File: config.mk
export PLATFORM = sky130hd
export DESIGN_NAME = mem_port_arbiter
export DESIGN_NICKNAME = d
export VERILOG_FILES = /design/src/rtl/mem_port_arbiter_pkg.sv /design/src/rtl/mem_port_arbiter_burst_counter.sv /design/src/rtl/mem_port_arbiter.sv
export SDC_FILE = /design/constraint.sdc
export NUM_CORES = 1
export LEC_CHECK = 0
export BUFFER_PORTS_ARGS = -buffer_cell sky130_fd_sc_hd__buf_2
export CAP_MARGIN = 25
export CELL_PAD_IN_SITES_DETAIL_PLACEMENT = 0
export CELL_PAD_IN_SITES_GLOBAL_PLACEMENT = 1
export CORE_MARGIN = 5
export CORE_UTILIZATION = 22
export CTS_BUF_LIST = sky130_fd_sc_hd__clkbuf_4
export DETAILED_ROUTE_END_ITERATION = 10
export PLACE_DENSITY = 0.95
export SYNTH_ARGS = -nofsm -noshare
export SYNTH_HDL_FRONTEND = slang
export SYNTH_SLANG_ARGS = --single-unit
File: constraint.sdc
create_clock -name clk -period 3.6 [get_ports clk]
set_input_delay 0 -clock clk [delete_from_list [all_inputs] [get_ports clk]]
set_output_delay 0 -clock clk [all_outputs]
set_load 0.005 [all_outputs]
File: src/rtl/mem_port_arbiter_pkg.sv
// Shared definitions for the program/data RAM port arbiter.
// Latency: n/a (types and constants only).
// Backpressure: n/a.
package mem_port_arbiter_pkg;

    // Ownership states of the shared RAM port.
    typedef enum logic [1:0] {
        ST_IDLE = 2'd0,
        ST_OWN0 = 2'd1,
        ST_OWN1 = 2'd2
    } arb_state_t;

    // Requester identities, also used as the read-return tag.
    localparam logic REQ_FETCH = 1'b0;
    localparam logic REQ_HOST  = 1'b1;

    localparam int DEFAULT_MAX_BURST = 4;

endpackage

File: src/rtl/mem_port_arbiter_burst_counter.sv
// Counts consecutive accesses of the current RAM owner; flags the last allowed one.
// Latency: o_last reflects the registered count (valid the same cycle as the access).
// Backpressure: none; i_clr has priority over i_inc, count saturates at MAX_BURST-1.
// Ports: clk/rst, i_clr (state change), i_inc (owner stays and accesses), o_last.
module mem_port_arbiter_burst_counter #(
    parameter int MAX_BURST = 4
) (
    input  logic clk,
    input  logic rst,
    input  logic i_clr,
    input  logic i_inc,
    output logic o_last
);

    localparam int CNT_W = (MAX_BURST > 1) ? $clog2(MAX_BURST) : 1;
    localparam logic [CNT_W-1:0] LAST_VAL = CNT_W'(MAX_BURST - 1);

    logic [CNT_W-1:0] r_cnt;

    always_ff @(posedge clk or posedge rst) begin
        if (rst) begin
            r_cnt <= '0;
        end else if (i_clr) begin
            r_cnt <= '0;
        end else if (i_inc && (r_cnt != LAST_VAL)) begin
            r_cnt <= r_cnt + 1'b1;
        end
    end

    assign o_last = (r_cnt == LAST_VAL);

endmodule

File: src/rtl/mem_port_arbiter.sv
// Two-requester arbiter for the single-ported program/data RAM (fetch vs host loader).
// Latency: grant 1 cycle after request in IDLE; read data/rvalid 1 cycle after the access.
// Backpressure: a requester holds req until granted; owner is forced off after MAX_BURST under contention.
// Ports: req/addr/wdata/we per requester in, gnt/rvalid per requester out,
//        shared rdata out, mem_* RAM strobe/address/data out, mem_rdata in.
module mem_port_arbiter
    import mem_port_arbiter_pkg::*;
#(
    parameter int ADDR_W    = 8,
    parameter int DATA_W    = 16,
    parameter int MAX_BURST = DEFAULT_MAX_BURST
) (
    input  logic              clk,
    input  logic              rst,
    input  logic              req0,
    input  logic [ADDR_W-1:0] addr0,
    input  logic [DATA_W-1:0] wdata0,
    input  logic              we0,
    input  logic              req1,
    input  logic [ADDR_W-1:0] addr1,
    input  logic [DATA_W-1:0] wdata1,
    input  logic              we1,
    output logic              gnt0,
    output logic              gnt1,
    output logic              rvalid0,
    output logic              rvalid1,
    output logic [DATA_W-1:0] rdata,
    output logic              mem_en,
    output logic              mem_we,
    output logic [ADDR_W-1:0] mem_addr,
    output logic [DATA_W-1:0] mem_wdata,
    input  logic [DATA_W-1:0] mem_rdata
);

    arb_state_t r_state;
    arb_state_t w_state_nxt;
    logic       r_last_owner;
    logic       r_rd_pend;
    logic       r_rd_tag;
    logic       w_inc;
    logic       w_clr;
    logic       w_last;
    logic       w_fire0;
    logic       w_fire1;

    mem_port_arbiter_burst_counter #(
        .MAX_BURST (MAX_BURST)
    ) u_burst_cnt (
        .clk    (clk),
        .rst    (rst),
        .i_clr  (w_clr),
        .i_inc  (w_inc),
        .o_last (w_last)
    );

    always_ff @(posedge clk or posedge rst) begin
        if (rst) begin
            r_state <= ST_IDLE;
        end else begin
            r_state <= w_state_nxt;
        end
    end

    always_comb begin
        w_state_nxt = r_state;
        w_inc       = 1'b0;
        case (r_state)
            ST_IDLE: begin
                // Tie goes to whoever did not own the port most recently.
                if (req0 && req1) begin
                    w_state_nxt = (r_last_owner == REQ_HOST) ? ST_OWN0 : ST_OWN1;
                end else if (req0) begin
                    w_state_nxt = ST_OWN0;
                end else if (req1) begin
                    w_state_nxt = ST_OWN1;
                end
            end
            ST_OWN0: begin
                if (!req0) begin
                    w_state_nxt = req1 ? ST_OWN1 : ST_IDLE;
                end else if (req1 && w_last) begin
                    w_state_nxt = ST_OWN1;
                end else begin
                    w_inc = 1'b1;
                end
            end
            ST_OWN1: begin
                if (!req1) begin
                    w_state_nxt = req0 ? ST_OWN0 : ST_IDLE;
                end else if (req0 && w_last) begin
                    w_state_nxt = ST_OWN0;
                end else begin
                    w_inc = 1'b1;
                end
            end
            default: begin
                w_state_nxt = ST_IDLE;
            end
        endcase
    end

    assign w_clr = (w_state_nxt != r_state);

    always_ff @(posedge clk or posedge rst) begin
        if (rst) begin
            r_last_owner <= REQ_HOST;
        end else if (w_clr && (w_state_nxt == ST_OWN0)) begin
            r_last_owner <= REQ_FETCH;
        end else if (w_clr && (w_state_nxt == ST_OWN1)) begin
            r_last_owner <= REQ_HOST;
        end
    end

    assign gnt0    = (r_state == ST_OWN0);
    assign gnt1    = (r_state == ST_OWN1);
    assign w_fire0 = gnt0 && req0;
    assign w_fire1 = gnt1 && req1;

    always_comb begin
        mem_en    = 1'b0;
        mem_we    = 1'b0;
        mem_addr  = '0;
        mem_wdata = '0;
        if (w_fire0) begin
            mem_en    = 1'b1;
            mem_we    = we0;
            mem_addr  = addr0;
            mem_wdata = wdata0;
        end else if (w_fire1) begin
            mem_en    = 1'b1;
            mem_we    = we1;
            mem_addr  = addr1;
            mem_wdata = wdata1;
        end
    end

    // The tag is captured at issue time, so a read in the last cycle of a
    // burst returns to its issuer even though ownership has moved on.
    always_ff @(posedge clk or posedge rst) begin
        if (rst) begin
            r_rd_pend <= 1'b0;
            r_rd_tag  <= REQ_FETCH;
        end else begin
            r_rd_pend <= mem_en && !mem_we;
            if (mem_en && !mem_we) begin
                r_rd_tag <= w_fire1 ? REQ_HOST : REQ_FETCH;
            end
        end
    end

    assign rvalid0 = r_rd_pend && (r_rd_tag == REQ_FETCH);
    assign rvalid1 = r_rd_pend && (r_rd_tag == REQ_HOST);
    assign rdata   = mem_rdata;

endmodule

**After elaboration in Yosys (flattened, before gate mapping)**

Index checks and enable logic that the tools add are counted.

- Eq/ne operators: 7
- Mux-type cells: 28
- Add/sub/neg operators: 1
- Reductions and logical operators: 15
- Bitwise gates (word level): 1

Operators by type and width:

| kind | number |
|---|---|
| $mux 16 | 2 |
| $mux 2 | 11 |
| $mux 8 | 2 |
| $logic_and 1x1->1 | 11 |
| $mux 1 | 11 |
| $eq 2x2->1 const B | 3 |
| $pmux 2 s3 | 1 |
| $eq 2x1->1 const B | 2 |
| $reduce_bool 2->1 | 2 |
| $add 2x1->2 const B | 1 |
| $logic_not 2->1 | 1 |
| $ne 2x2->1 | 1 |
| $ne 2x2->1 const B | 1 |
| $pmux 1 s2 | 1 |
| $logic_not 1->1 | 1 |
| $not 1->1 | 1 |

- Input bits: 70
- Register bits: 7
- Word-level logic and storage cells: 57

**Logic depth before layout (Yosys ltp)**

- Word-level depth: 9
- Depth in mapped cells: 8
- Gate-level depth less buffers: 7

**Hierarchy**

From an unflattened synthesis, not the netlist that was laid out.

- Cells, all modules: 117
- Area, all modules: 998.5 um^2

By module, submodules not included:

| module | instances | area an instance (um^2) | cells an instance |
|---|---|---|---|
| mem_port_arbiter | 1 | 870.8 | 106 |
| mem_port_arbiter_burst_counter | 1 | 127.6 | 11 |

**Worst setup path after synthesis**

Ideal clock, no wire load.

- Kind: flip-flop to flip-flop
- Start: register r_state[1]
- End: register u_burst_cnt.r_cnt[1]
- Library setup time: 0.121 ns
- Arrival time: 1.747 ns
- Period minus slack after synthesis: 1.869 ns
- Path buffers: 1
- Cell stages (with the launch flop): 9
- Setup slack: 1.731 ns
- Path through: dfrtp_1 -> inv_1 -> ha_1 -> and2_1 -> buf_6 -> o21ai_2 -> o211ai_2 -> a21oi_1 -> and4bb_1

- Elaborated cells between the ends (all ways): 16
- Those cells by class: eq/ne (3); mux (10); reduce/logical (3)

RTL lines:

| element | line | RTL |
|---|---|---|
| start: declaration | mem_port_arbiter.sv:35 | `arb_state_t r_state;` |
| start signal: assignment | mem_port_arbiter.sv:60 | `r_state <= w_state_nxt;` |
| $eq 2x1->1 (*) | - |  |
| via gnt0 | mem_port_arbiter.sv:23 | `output logic gnt0,` |
| $pmux 2 s3 or $pmux 1 s2 (tied branches) | mem_port_arbiter.sv:67 | `case (r_state)` |
| $ne 2x2->1 or $logic_and 1x1->1 (tied branches) | mem_port_arbiter.sv:102, mem_port_arbiter_burst_counter.sv:25 |  |
| $mux 2 or $reduce_bool 2->1 (tied branches) | - |  |
| end signal: assignment | mem_port_arbiter_burst_counter.sv:26 | `r_cnt <= r_cnt + 1'b1;` |
| end: declaration | mem_port_arbiter_burst_counter.sv:18 | `logic [CNT_W-1:0] r_cnt;` |

The timed path passes the listed nets; every way through them passes the cells marked *.
A chain may end at the register's enable or synchronous reset.

**Worst setup path after layout**

- Start: register r_state[1]
- End: output port mem_we

- Longest elaborated chain between the ends: 4
- Elaborated cells between the ends (all ways): 6
- Those cells by class: eq/ne (2); mux (2); reduce/logical (2)

RTL lines:

| element | line | RTL |
|---|---|---|
| $eq 2x2->1 | mem_port_arbiter.sv:115 | `assign gnt1 = (r_state == ST_OWN1);` |
| $logic_and 1x1->1 | mem_port_arbiter.sv:117 | `assign w_fire1 = gnt1 && req1;` |
| $mux 1 | mem_port_arbiter.sv:129 | `end else if (w_fire1) begin` |
| $mux 1 (*) | mem_port_arbiter.sv:124 | `if (w_fire0) begin` |
| end: declaration | mem_port_arbiter.sv:29 | `output logic mem_we,` |

Every way passes the cells marked *; elsewhere a longest branch is shown, timed or not.

==> impl_metrics.csv <==
group,metric,value,unit
critical_path,crit_path_end,"mem_we",
timing,timing.setup.tns,0,ns
timing,fin_crit_sh,0.6289,
logic_synthesis,post_synth_num_cell_types,34,
floorplanning,row_count,23,
timing,final.min_clock_period,2.264,ns
critical_path,criticalPathCategory,"reg -> out",
timing,finalHoldViolations,0,
drt,finalWirelength,3142,µm
logic_synthesis,synth-compound-area-share,0.3623,
clock_tree,clock_tree.buffer_depth,2,
status,status,"completed",
logic_synthesis,ffs_w_async_s_r_synth,1.000,
logic_synthesis,synth_top_area_cell,"a22o_1",
critical_path,cp_cell_sequence,"inv_1 -> ha_1 -> and2_1 -> buf_4 -> nor2_1 -> buf_4 -> a22o_1 -> buf_2",
pwr,pwr_density_cell,518.5,mW/mm²
global_routing,grt_max_degree,29,
global_routing,grt_antenna_before_repair,0,
logic_synthesis,yosysTopAreaCellShare,0.2374,
logic_synthesis,yosysMostFrequentCell,"a22o_1",
flow_run,drv_cap,0,
logic_synthesis,synth_adder_area_share,0.06784,
pwr,p_int,0.3902,mW
drt,drt-vias-per-instance,4.779,
logic_synthesis,number_of_nets_produced_by_synthesis,182,
clock_tree,cts_buffers,3,
global_routing,groute.usage.overall,0.09366,
clock_tree,tritoncts,"built",
cells_and_area,num-nets-final,252,
clock_tree,h_tree_depth_reported_by_cts,1,
clock_tree,cts.reportedPaths.clkPinSlew,0.05,ns
clock_tree,clkSinkCount,7,
place,port_buffers,83,
cells_and_area,finish.utilization,0.3242,
pwr,p_seq_frac,0.212,
pwr,netSwitchingFraction,0.4239,
pwr,power.static_leakage,0.7414,nW
logic_synthesis,synth.yosys.warnings,0,
pwr,vdd.ir_drop.worst,238.2,µV
floorplanning,placeableCoreArea,0.004029,mm²
critical_path,crit_start,"r_state[1]",
critical_path,critPathArrivalTime,2.26,ns
place,detailed_place_hpwl,2661,µm
global_routing,first_global_vias,903,
cells_and_area,antenna-diode-count,0,
critical_path,end_kind,"output port",
floorplanning,die_area,0.005586,mm²
timing,grt_setup_unrepaired,"no",
critical_path,r2r_start,"r_state[1]",
logic_synthesis,ys_top_cells_by_count,"25 x a22o_1, 16 x buf_4, 7 x nand2_1",
logic_synthesis,yosys-mux-area-fraction,0.01221,
critical_path,critPathMaxStageDelay,0.45,ns
critical_path,timing.critical_path.required,3.60,ns
timing,worst_slew_pin_slew,0.4124,ns
logic_synthesis,post_synth.cell_area_avg,8.618,µm²
global_routing,overflow,0,
drt,remaining_drc_errors,0,
critical_path,critical_path_buf_inv_count,4,
logic_synthesis,largest_family_of_logic_cells_by_synthesized_area,"compound AO/OA/AOI/OAI gates",
logic_synthesis,synth_sequential_area_ratio,0.1913,
critical_path,rr_endpoint,"u_burst_cnt.r_cnt[1]",
logic_synthesis,synth-edff-count,0,
hold_path,hold_path_class,"in -> out",
critical_path,timing.critical_path.mode_cell,"buf_4",
timing,worst_slew_slack_as_a_fraction_of_its_limit,0.7180,
logic_synthesis,ys_seq_elements,7,
critical_path,critPathLaunchType,"flip-flop",
logic_synthesis,synthSimpleGateAreaFrac,0.1655,
logic_synthesis,synthesis.area,922.1,µm²
logic_synthesis,yosys_most_used_dff,"dfrtp_1",
place,gp_congestion,0.8679,
timing,fin_hold_ws,0.000002264,ns
timing,timing.final.max_slew_violations,0,
critical_path,timing.reg2reg.worst_path_depth,8,
drt,post_route_antenna_net_violation_count,0,
critical_path,crit_path_top_delay_cell,"dfrtp_1",
drt,drt-pass1-iter-count,4,
drt,drt_first_iter_violations,28,
logic_synthesis,synth_xor_xnor_area_share,0.01900,
drt,vias,1080,
logic_synthesis,netlist_instances,107,
floorplanning,initial_utilization,0.2289,
global_routing,global_route_wire_length_before_repair,3939,µm
floorplanning,boundaryPins,116,
cells_and_area,fill_cells,438,
floorplanning,floorplan.die.height,74.74,µm
cells_and_area,area_growth_syn_to_layout,41.66,%
pwr,combPwrFrac,0.670,
timing,fmax,441.7,MHz
logic_synthesis,synth.area.top_cells,"a22o_1 24%, dfrtp_1 16%, buf_4 13%, ha_1 6.8%, dfstp_2 2.8%",
timing,clock-skew-final,0.001552,ns
floorplanning,floorplan.die.width,74.74,µm
critical_path,r2r_setup_slack,1.44,ns
critical_path,timing.critical_path.max_delay_family,"buffers and inverters",
pwr,netSwitchingPower,0.2871,mW
cells_and_area,layout-drive-gt1-share,0.5511,
critical_path,cp.depth,8,
clock_tree,clk_root_buffer_cell,"clkbuf_4",
pwr,clockPowerShare,0.118,
critical_path,crit_fanout,28,
drt,avgRoutedWirePerCell,13.90,µm
timing,report.final.setup_viol,0,
clock_tree,worstSkewPairLatency,0.25,ns
## registers in the layout (all words and copies together), names as in the netlist
register / count
r_rd_pend: 1
r_rd_tag: 1
r_last_owner: 1
r_state: 2
u_burst_cnt.r_cnt: 2
## worst min-delay path by stage
stage | start | to | slack (ns) | cells after the start
3_3_place_gp | rst | r_rd_pend | -0.05 | 2
3_5_place_dp | rst | r_rd_pend | -0.05 | 2
4_1_cts | mem_rdata[12] | rdata[12] | 0.00003 | 0
5_1_grt | mem_rdata[1] | rdata[1] | 0.000008 | 0
6_report | mem_rdata[11] | rdata[11] | 0.000002 | 0
2_1_floorplan | rst | r_rd_pend | -0.20 | 1
## metal layers
layer  vias to the layer above  global-route usage  routed length, µm
li1                        524                   -                  -
met1                       494             0.08293                973
met2                        56              0.1854               1651
met3                         6             0.03605                472
met4                         0             0.03953                 44
met5                         -                   0                  0
## power by group through the flow
stage	clock, mW	sequential (mW)	combinational [mW]
3_5_place_dp	0	0.144	0.458
5_1_grt	0.0878	0.146	0.500
6_report	0.0800	0.144	0.454
3_3_place_gp	0	0.144	0.455
2_1_floorplan	0	0.135	0.317
4_1_cts	0.0852	0.143	0.461
## layout by cell type (no fill, tap or decap), drive strengths merged, types with 2 or more instances in the layout
cell type	n
a21oi	2
a22o	25
and2	3
buf	85
clkbuf	4
dfrtp	6
ha	5
inv	5
nand2	7
nand3	2
nand3b	2
nor2	6
nor2b	2
o21ai	3
xnor2	2
## area by class of cell
type,count,area [µm²],area share
Clock buffer,4,30.03,0.02299
Tap cell,50,62.56,0.04789
Timing Repair Buffer,86,440.4,0.3372
Multi-Input combinational cell,74,578.1,0.4425
Inverter,5,18.77,0.01437
Sequential cell,7,176.4,0.1351
## kinds of logic after synthesis
logic type | count (synthesis)
AOI/OAI and AO/OA | 39
and+or+nand+nor | 27
adders and majority gates | 5
muxes | 1
buffers and inverters | 26
xor gates and xnor gates | 2
DFF | 7
## stage by stage
stage	worst slack [ns]	std cells	instance area [µm²]	power, mW
after global routing	1.163	226	1306	0.7331
after global placement	1.528	221	1266	0.5985
after floorplan	1.731	107	922.1	0.4525
final	1.336	226	1306	0.6773
after detailed placement	1.460	221	1266	0.6021
after CTS	1.324	226	1306	0.6891
## timing repair
item                                   in CTS  in global routing
hold buffers                                1                  0
endpoints found under the hold margin       7                  0
resized for setup                           0                  0
buffers inserted                            0                  0
setup endpoints to repair                   0                  0
No activity file was read; power rests on OpenSTA's default activity.
